$ cat src/rtl/piso_serializer_pkg.sv
// -----------------------------------------------------------------------------
// piso_serializer_pkg
//   Shared constants and types for the parallel-in / serial-out transmitter.
//   - PISO_WIDTH_DEFAULT     : default word width in bits.
//   - PISO_MSB_FIRST_DEFAULT : default shift order (1 = MSB first).
//   - piso_state_e           : transmitter state encoding (IDLE / SHIFT).
// -----------------------------------------------------------------------------
package piso_serializer_pkg;

  localparam int unsigned PISO_WIDTH_DEFAULT     = 4;
  localparam bit          PISO_MSB_FIRST_DEFAULT = 1'b1;

  typedef enum logic {
    IDLE  = 1'b0,
    SHIFT = 1'b1
  } piso_state_e;

endpackage : piso_serializer_pkg

$ cat src/rtl/piso_serializer.sv
// -----------------------------------------------------------------------------
// piso_serializer
//   Parallel-in, serial-out transmitter. A WIDTH-bit word is accepted over a
//   valid/ready handshake and shifted out one bit per clock on ser_out, framed
//   by ser_valid, frame_start and last_bit. A new word may be accepted during
//   the last bit of the current one, giving gapless back-to-back words.
//
// Parameters
//   WIDTH      : bits per word (>= 2).
//   MSB_FIRST  : 1 = MSB transmitted first, 0 = LSB transmitted first.
//
// Ports
//   clock       in   rising-edge clock
//   clear       in   asynchronous active-low reset
//   load_data   in   [WIDTH-1:0] parallel word to transmit
//   load_valid  in   load_data is valid this cycle
//   load_ready  out  a word can be accepted this cycle
//   ser_out     out  serial data bit
//   ser_valid   out  ser_out carries a valid bit
//   frame_start out  first bit of a word
//   last_bit    out  final bit of a word
// -----------------------------------------------------------------------------
module piso_serializer
  import piso_serializer_pkg::*;
#(
  parameter int unsigned WIDTH     = PISO_WIDTH_DEFAULT,
  parameter bit          MSB_FIRST = PISO_MSB_FIRST_DEFAULT
) (
  input  logic             clock,
  input  logic             clear,
  input  logic [WIDTH-1:0] load_data,
  input  logic             load_valid,
  output logic             load_ready,
  output logic             ser_out,
  output logic             ser_valid,
  output logic             frame_start,
  output logic             last_bit
);

  localparam int unsigned      CNT_W    = $clog2(WIDTH);
  localparam logic [CNT_W-1:0] CNT_LAST = CNT_W'(WIDTH - 1);

  piso_state_e      state_q, state_d;
  logic [WIDTH-1:0] sreg_q,  sreg_d;
  logic [CNT_W-1:0] cnt_q,   cnt_d;

  logic shifting;
  logic at_last;
  logic accept;

  // Everything below is decoded from registered state only, so the framing
  // outputs cannot glitch on load_valid and load_ready has no path from it.
  assign shifting   = (state_q == SHIFT);
  assign at_last    = shifting && (cnt_q == CNT_LAST);
  assign load_ready = !shifting || at_last;
  assign accept     = load_valid && load_ready;

  // The register is shifted rather than indexed: the outgoing bit always sits
  // at a fixed end (MSB for MSB-first, LSB for LSB-first).
  assign ser_out     = shifting && (MSB_FIRST ? sreg_q[WIDTH-1] : sreg_q[0]);
  assign ser_valid   = shifting;
  assign frame_start = shifting && (cnt_q == '0);
  assign last_bit    = at_last;

  always_comb begin
    state_d = state_q;
    sreg_d  = sreg_q;
    cnt_d   = cnt_q;

    if (accept) begin
      // Covers both a load from IDLE and a reload during the last bit.
      sreg_d  = load_data;
      cnt_d   = '0;
      state_d = SHIFT;
    end else if (shifting) begin
      if (MSB_FIRST) begin
        sreg_d = {sreg_q[WIDTH-2:0], 1'b0};
      end else begin
        sreg_d = {1'b0, sreg_q[WIDTH-1:1]};
      end
      if (at_last) begin
        state_d = IDLE;
        cnt_d   = '0;
      end else begin
        cnt_d = cnt_q + CNT_W'(1);
      end
    end
  end

  always_ff @(posedge clock or negedge clear) begin
    if (!clear) begin
      state_q <= IDLE;
      sreg_q  <= '0;
      cnt_q   <= '0;
    end else begin
      state_q <= state_d;
      sreg_q  <= sreg_d;
      cnt_q   <= cnt_d;
    end
  end

endmodule : piso_serializer

$ cat config.mk
export PLATFORM = sky130hd
export DESIGN_NAME = piso_serializer
export DESIGN_NICKNAME = d
export VERILOG_FILES = /design/src/rtl/piso_serializer_pkg.sv /design/src/rtl/piso_serializer.sv
export SDC_FILE = /design/constraint.sdc
export NUM_CORES = 1
export LEC_CHECK = 0
export ABC_CLOCK_PERIOD_IN_PS = 2600
export BUFFER_PORTS_ARGS = -buffer_cell sky130_fd_sc_hd__buf_4
export CAP_MARGIN = 20
export CELL_PAD_IN_SITES_DETAIL_PLACEMENT = 0
export CELL_PAD_IN_SITES_GLOBAL_PLACEMENT = 1
export CORE_AREA = 4 4 41 43
export DETAILED_ROUTE_END_ITERATION = 16
export DIE_AREA = 0 0 45 47
export GPL_ROUTABILITY_DRIVEN = 0
export PLACE_DENSITY_LB_ADDON = 0.2
export SETUP_SLACK_MARGIN = 0.1
export SYNTH_ARGS = -nofsm -noshare
export SYNTH_HDL_FRONTEND = slang
export SYNTH_SLANG_ARGS = --single-unit
$ cat constraint.sdc
create_clock -name clock -period 2.6 [get_ports clock]
set_clock_uncertainty 0.15 [all_clocks]
set_input_delay 0.52 -clock clock [delete_from_list [all_inputs] [get_ports clock]]
set_output_delay 0.52 -clock clock [all_outputs]
set_load 0.005 [all_outputs]
# --- Yosys cells after proc, flatten, opt, wreduce, memory -nomap -nowiden ---
# Index checks and enable logic that the tools add are counted.
op_classes:
  add_sub_neg: 1
  n_mul: 0
  div_mod_pow: 0
  magnitude_cmp: 0
  eq_ne: 1
  n_shift: 0
  mux: 8
  bitwise_logic: 0
  reduce_logical: 8
ops:
  columns: ["op", "count"]
  rows:
  - ["two-way mux 4 bit", 2]
  - ["two-way mux 2 bit", 3]
  - ["logical AND 1 bit", 4]
  - ["two-way mux 1 bit", 3]
  - ["adder 2 x 1 -> 2 bit, second input constant", 1]
  - ["== test 2 bit, second input constant", 1]
  - ["zero test 2 bit", 1]
  - ["nonzero test 2 bit", 1]
  - ["zero test 1 bit", 1]
  - ["logical OR 1 bit", 1]
totals:
  ff_bits: 7
  latchBits: 0
  mem_bits_rw: 0
  mem_bits_ro: 0
  input_bits: 7
  output_inout_bits: 5
  n_memories: 0

# --- Logic depth before layout (Yosys ltp) ---
depth:
  depth_word: 5
  depth_mapped: 4
  depth_no_buf: 4

# --- Worst setup path before layout ---
# OpenSTA, ideal clock, no wires.
synth_path:
  path_kind: "register -> output"
  from: "register cnt_q[0]"
  to: "output load_ready"
  arrival_ps: 842
  path_slack_ps: 1088
  path_stages_with_launch: 3
  cell_sequence: "dfrtp_1 -> ha_1 -> nand2b_1"
synth_via:
  elab_chain_cells: 3
synth_rtl:
  columns: ["item", "line", "text"]
  rows:
  - ["start, declared", "piso_serializer.sv:45", "logic [CNT_W-1:0] cnt_q, cnt_d;"]
  - ["start signal, assigned", "piso_serializer.sv:98", "cnt_q <= cnt_d;"]
  - ["== test 2 bit", "piso_serializer.sv:54", "assign at_last = shifting && (cnt_q == CNT_LAST);"]
  - ["logical AND 1 bit", "piso_serializer.sv:54", null]
  - ["logical OR 1 bit", "piso_serializer.sv:55", "assign load_ready = !shifting || at_last;"]
  - ["end, declared", "piso_serializer.sv:33", "output logic load_ready,"]
# Every way passes these cells.

# --- Final worst setup path ---
# Same ends and word-level chain as after synthesis.

==> summary.md <==
| Metric | Value |
|---|---|
| Gate Count Post-Synth | `38` |
| Top cells by area, synth | `dfrtp_1, mux2i_1, ha_1` |
| Post-CTS Hold Buffers | `1` |
| Ys Warns | `0` |
| Endpoint, Worst Hold | `sreg_q[1]$_DFFE_PN0P_` |
| P_sw | `approximately 0.17 mW` |
| Largest net degree at the start of global routing | `15` |
| DRT iter0 DRCs | `3` |
| Area growth syn-to-layout | `30.9%` |
| Sequential area share after synthesis | `around 45%` |
| Clock-pin slew on the worst setup and hold paths | `~0.05 ns` |
| Post-Syn Area | `a little under 400 µm²` |
| CTS resizes | `0` |
| Die height | `~47 µm` |
| Finished Core Util | `roughly two fifths` |
| Total global routing overflow | `0` |
| Post-layout min period | `between 1.5 and 2 ns` |
| R2r setup slk | `1.21 ns` |
| Pwr dens | `just under 1000 nW/µm²` |
| Drt via density | `between 4 and 5` |
| Critical path fanouts, max | `7` |
| Diode count | `0` |
| Setup WS post-layout | `between 0.6 and 0.7 ns` |
| Hold Crit Class | `reg2reg` |
| Post-synth top flop | `dfrtp_1` |
| Port Buffers | `11` |
| Clk pwr share | `between 10% and 20%` |
| CP required | `roughly 1.9 ns` |
| Switching Share | `34.5%` |
| Area leader, netlist | `dfrtp_1` |
| Die X | `about 45 µm` |
| Total CTS buffers | `3` |
| Critical path arrival | `1.32 ns` |
| Critical path launch point type | `flip-flop` |
| Max Clk Rate | `roughly 500 MHz` |
| Post-synth top cells | `dfrtp_1, mux2i_1, o21ai_1, a31oi_1, and2_1` |
| Top-Level Pins | `12` |
| Sequential power share | `38.1%` |
| Global-route wire length before repair | `around 1.4 mm` |
| RSZ-0062 raised after global routing | `no` |
| Via count | `320` |
| Fin. max-slew vios | `0` |
| Pin slew with the least headroom to its limit | `0.377 ns` |
| Final setup fails | `0` |
| Max Cap Viol | `0` |
| R2R cell count | `4` |
| Drt first pass iters | `4` |
| Share of layout cells above drive strength 1 | `30.8%` |
| LEAKAGE | `0.263 nW` |
| Initial Util | `around 30%` |
| Reg-to-Reg End | `sreg_q[1]$_DFFE_PN0P_` |
| Ys async rst share | `100%` |
| Slew HR | `between 70 and 80%` |
| Detail Route Antenna Nets | `0` |
| Period utilization | `76.7%` |
| WHS | `roughly 0.37 ns` |
| Kind of critical path | `reg2out` |
| Total Wirelength | `877 µm` |
| CTS Buffer Depth | `2` |
| Pre-CTS setup slack | `between 0.8 and 0.9 ns` |
| Initial antenna violation count | `0` |
| CP max stage cell | `dfrtp_1` |
| Register area | `~180 µm²` |
| Clock latency on the worst-skew pair | `approximately 0.25 ns` |
| Layout Nets | `62` |
| Clk root buf | `clkbuf_4` |
| Per-cell routed wire length | `approximately 13 µm` |
| Number of synthesized flops with an enable pin | `0` |
| Most common cell in the netlist | `dfrtp_1` |
| Synth top area share | `around 45%` |
| Multi-input combinational cell area | `194 µm²` |
| Status | `finished clean` |
| GRT Total Usage | `9.54%` |
| Post-CTS Setup Repair Bufs | `0` |
| Synth cell types | `18` |
| Critical path's largest stage delay | `approximately 0.4 ns` |
| Peak VDD IR | `about 0.48 mV` |
| Hold path depth | `2` |
| Crit end category | `primary output` |
| DRC violations left | `0` |
| Final-report hold violation count | `0` |
| Die footprint | `approximately 2100 µm²` |
| Vias in the first global route | `~320` |
| Num Clock Sinks | `7` |
| RR Startpoint | `cnt_q[0]$_DFFE_PN0P_` |
| Syn Nets | `between 40 and 50` |
| FILL cells | `144` |
| Syn Area/Cell | `a little over 10 µm²` |
| Min-Delay Startpoint | `sreg_q[0]$_DFFE_PN0P_` |
| Internal power | `about 0.33 mW` |
| Combinational share of power | `a little over two fifths` |
| H-tree Lvls | `1` |
| CTS tree | `done` |
| Setup_tns | `0 ns` |
| Cell Chain, Critical Path | `ha_1, nand2b_1, buf_4` |
| Cell Rows | `13` |
| Core ar. | `between 1000 and 1500 µm²` |
| Synth Register Bits | `7` |
[worst max path at each step]
stage / start / end / cells after the start
3_3_place_gp: cnt_q[0]$_DFFE_PN0P_ / load_ready / 3
2_1_floorplan: cnt_q[0]$_DFFE_PN0P_ / load_ready / 2
4_1_cts: cnt_q[0]$_DFFE_PN0P_ / load_ready / 3
3_5_place_dp: cnt_q[0]$_DFFE_PN0P_ / load_ready / 3
6_report: cnt_q[0]$_DFFE_PN0P_ / load_ready / 3
5_1_grt: cnt_q[0]$_DFFE_PN0P_ / load_ready / 3
[placed cells by master, fill, tap and decap left out, types with 2 or more instances in the layout]
master / count
mux2i_1: 4
dfrtp_1: 7
nand2b_1: 2
inv_1: 2
and2_1: 3
a31oi_1: 3
buf_4: 11
and3_1: 2
o21ai_1: 4
clkbuf_4: 3
ha_1: 2
[sequential cells by signal (all words and copies together) (netlist names)]
| register | cells |
|---|---|
| sreg_q | 4 |
| cnt_q | 2 |
| ser_valid | 1 |
[power by group through the flow]
stage          logic [mW]  clock network [mW]  registers (mW)
6_report            0.215              0.0982           0.193
3_5_place_dp        0.219                   0           0.195
4_1_cts             0.221               0.103           0.193
2_1_floorplan       0.137                   0           0.178
3_3_place_gp        0.204                   0           0.193
5_1_grt             0.238               0.109           0.198
[area by class of cell]
cell class,count,area share [%]
Inverter,2,1.46
Timing Repair Buffer,12,18.0
Sequential cell,7,34.1
Multi-Input combinational cell,27,37.7
Clock buffer,4,5.11
Tap cell,15,3.65
[kinds of logic after synthesis]
logic type	Yosys count	share of synthesized area, %
flip-flops	7	44.6
multiplexers	4	10.2
AND/OR/NAND/NOR	12	19.1
AO/OA/AOI/OAI	9	13.7
adder cells (fa/ha/maj)	2	6.37
buffers and inverters	4	6.05
[through the flow]
step | total power, mW | instance area [µm²] | std cells
floorplan | 0.314 | 393 | 38
detailed placement | 0.414 | 478 | 62
global placement | 0.397 | 478 | 62
CTS | 0.518 | 514 | 67
finish | 0.506 | 514 | 67
global route | 0.546 | 514 | 67
[critical path, delay by kind of cell (launching register included)]
family / cells / cell delay, ns
buf+inv: 1 / 0.16
simple gates: 1 / 0.21
fa+ha+maj: 1 / 0.30
flops: 1 / 0.40
[routing by layer]
layer  global-route usage (%)  vias up  share of wire (%)
met2                     15.3       12                 48
li1                         -      161                  -
met4                     7.02        0               0.34
met1                     10.4      145                 44
met5                        0        -                  0
met3                     3.45        2                7.0
Power figures use the tool's default switching activity.
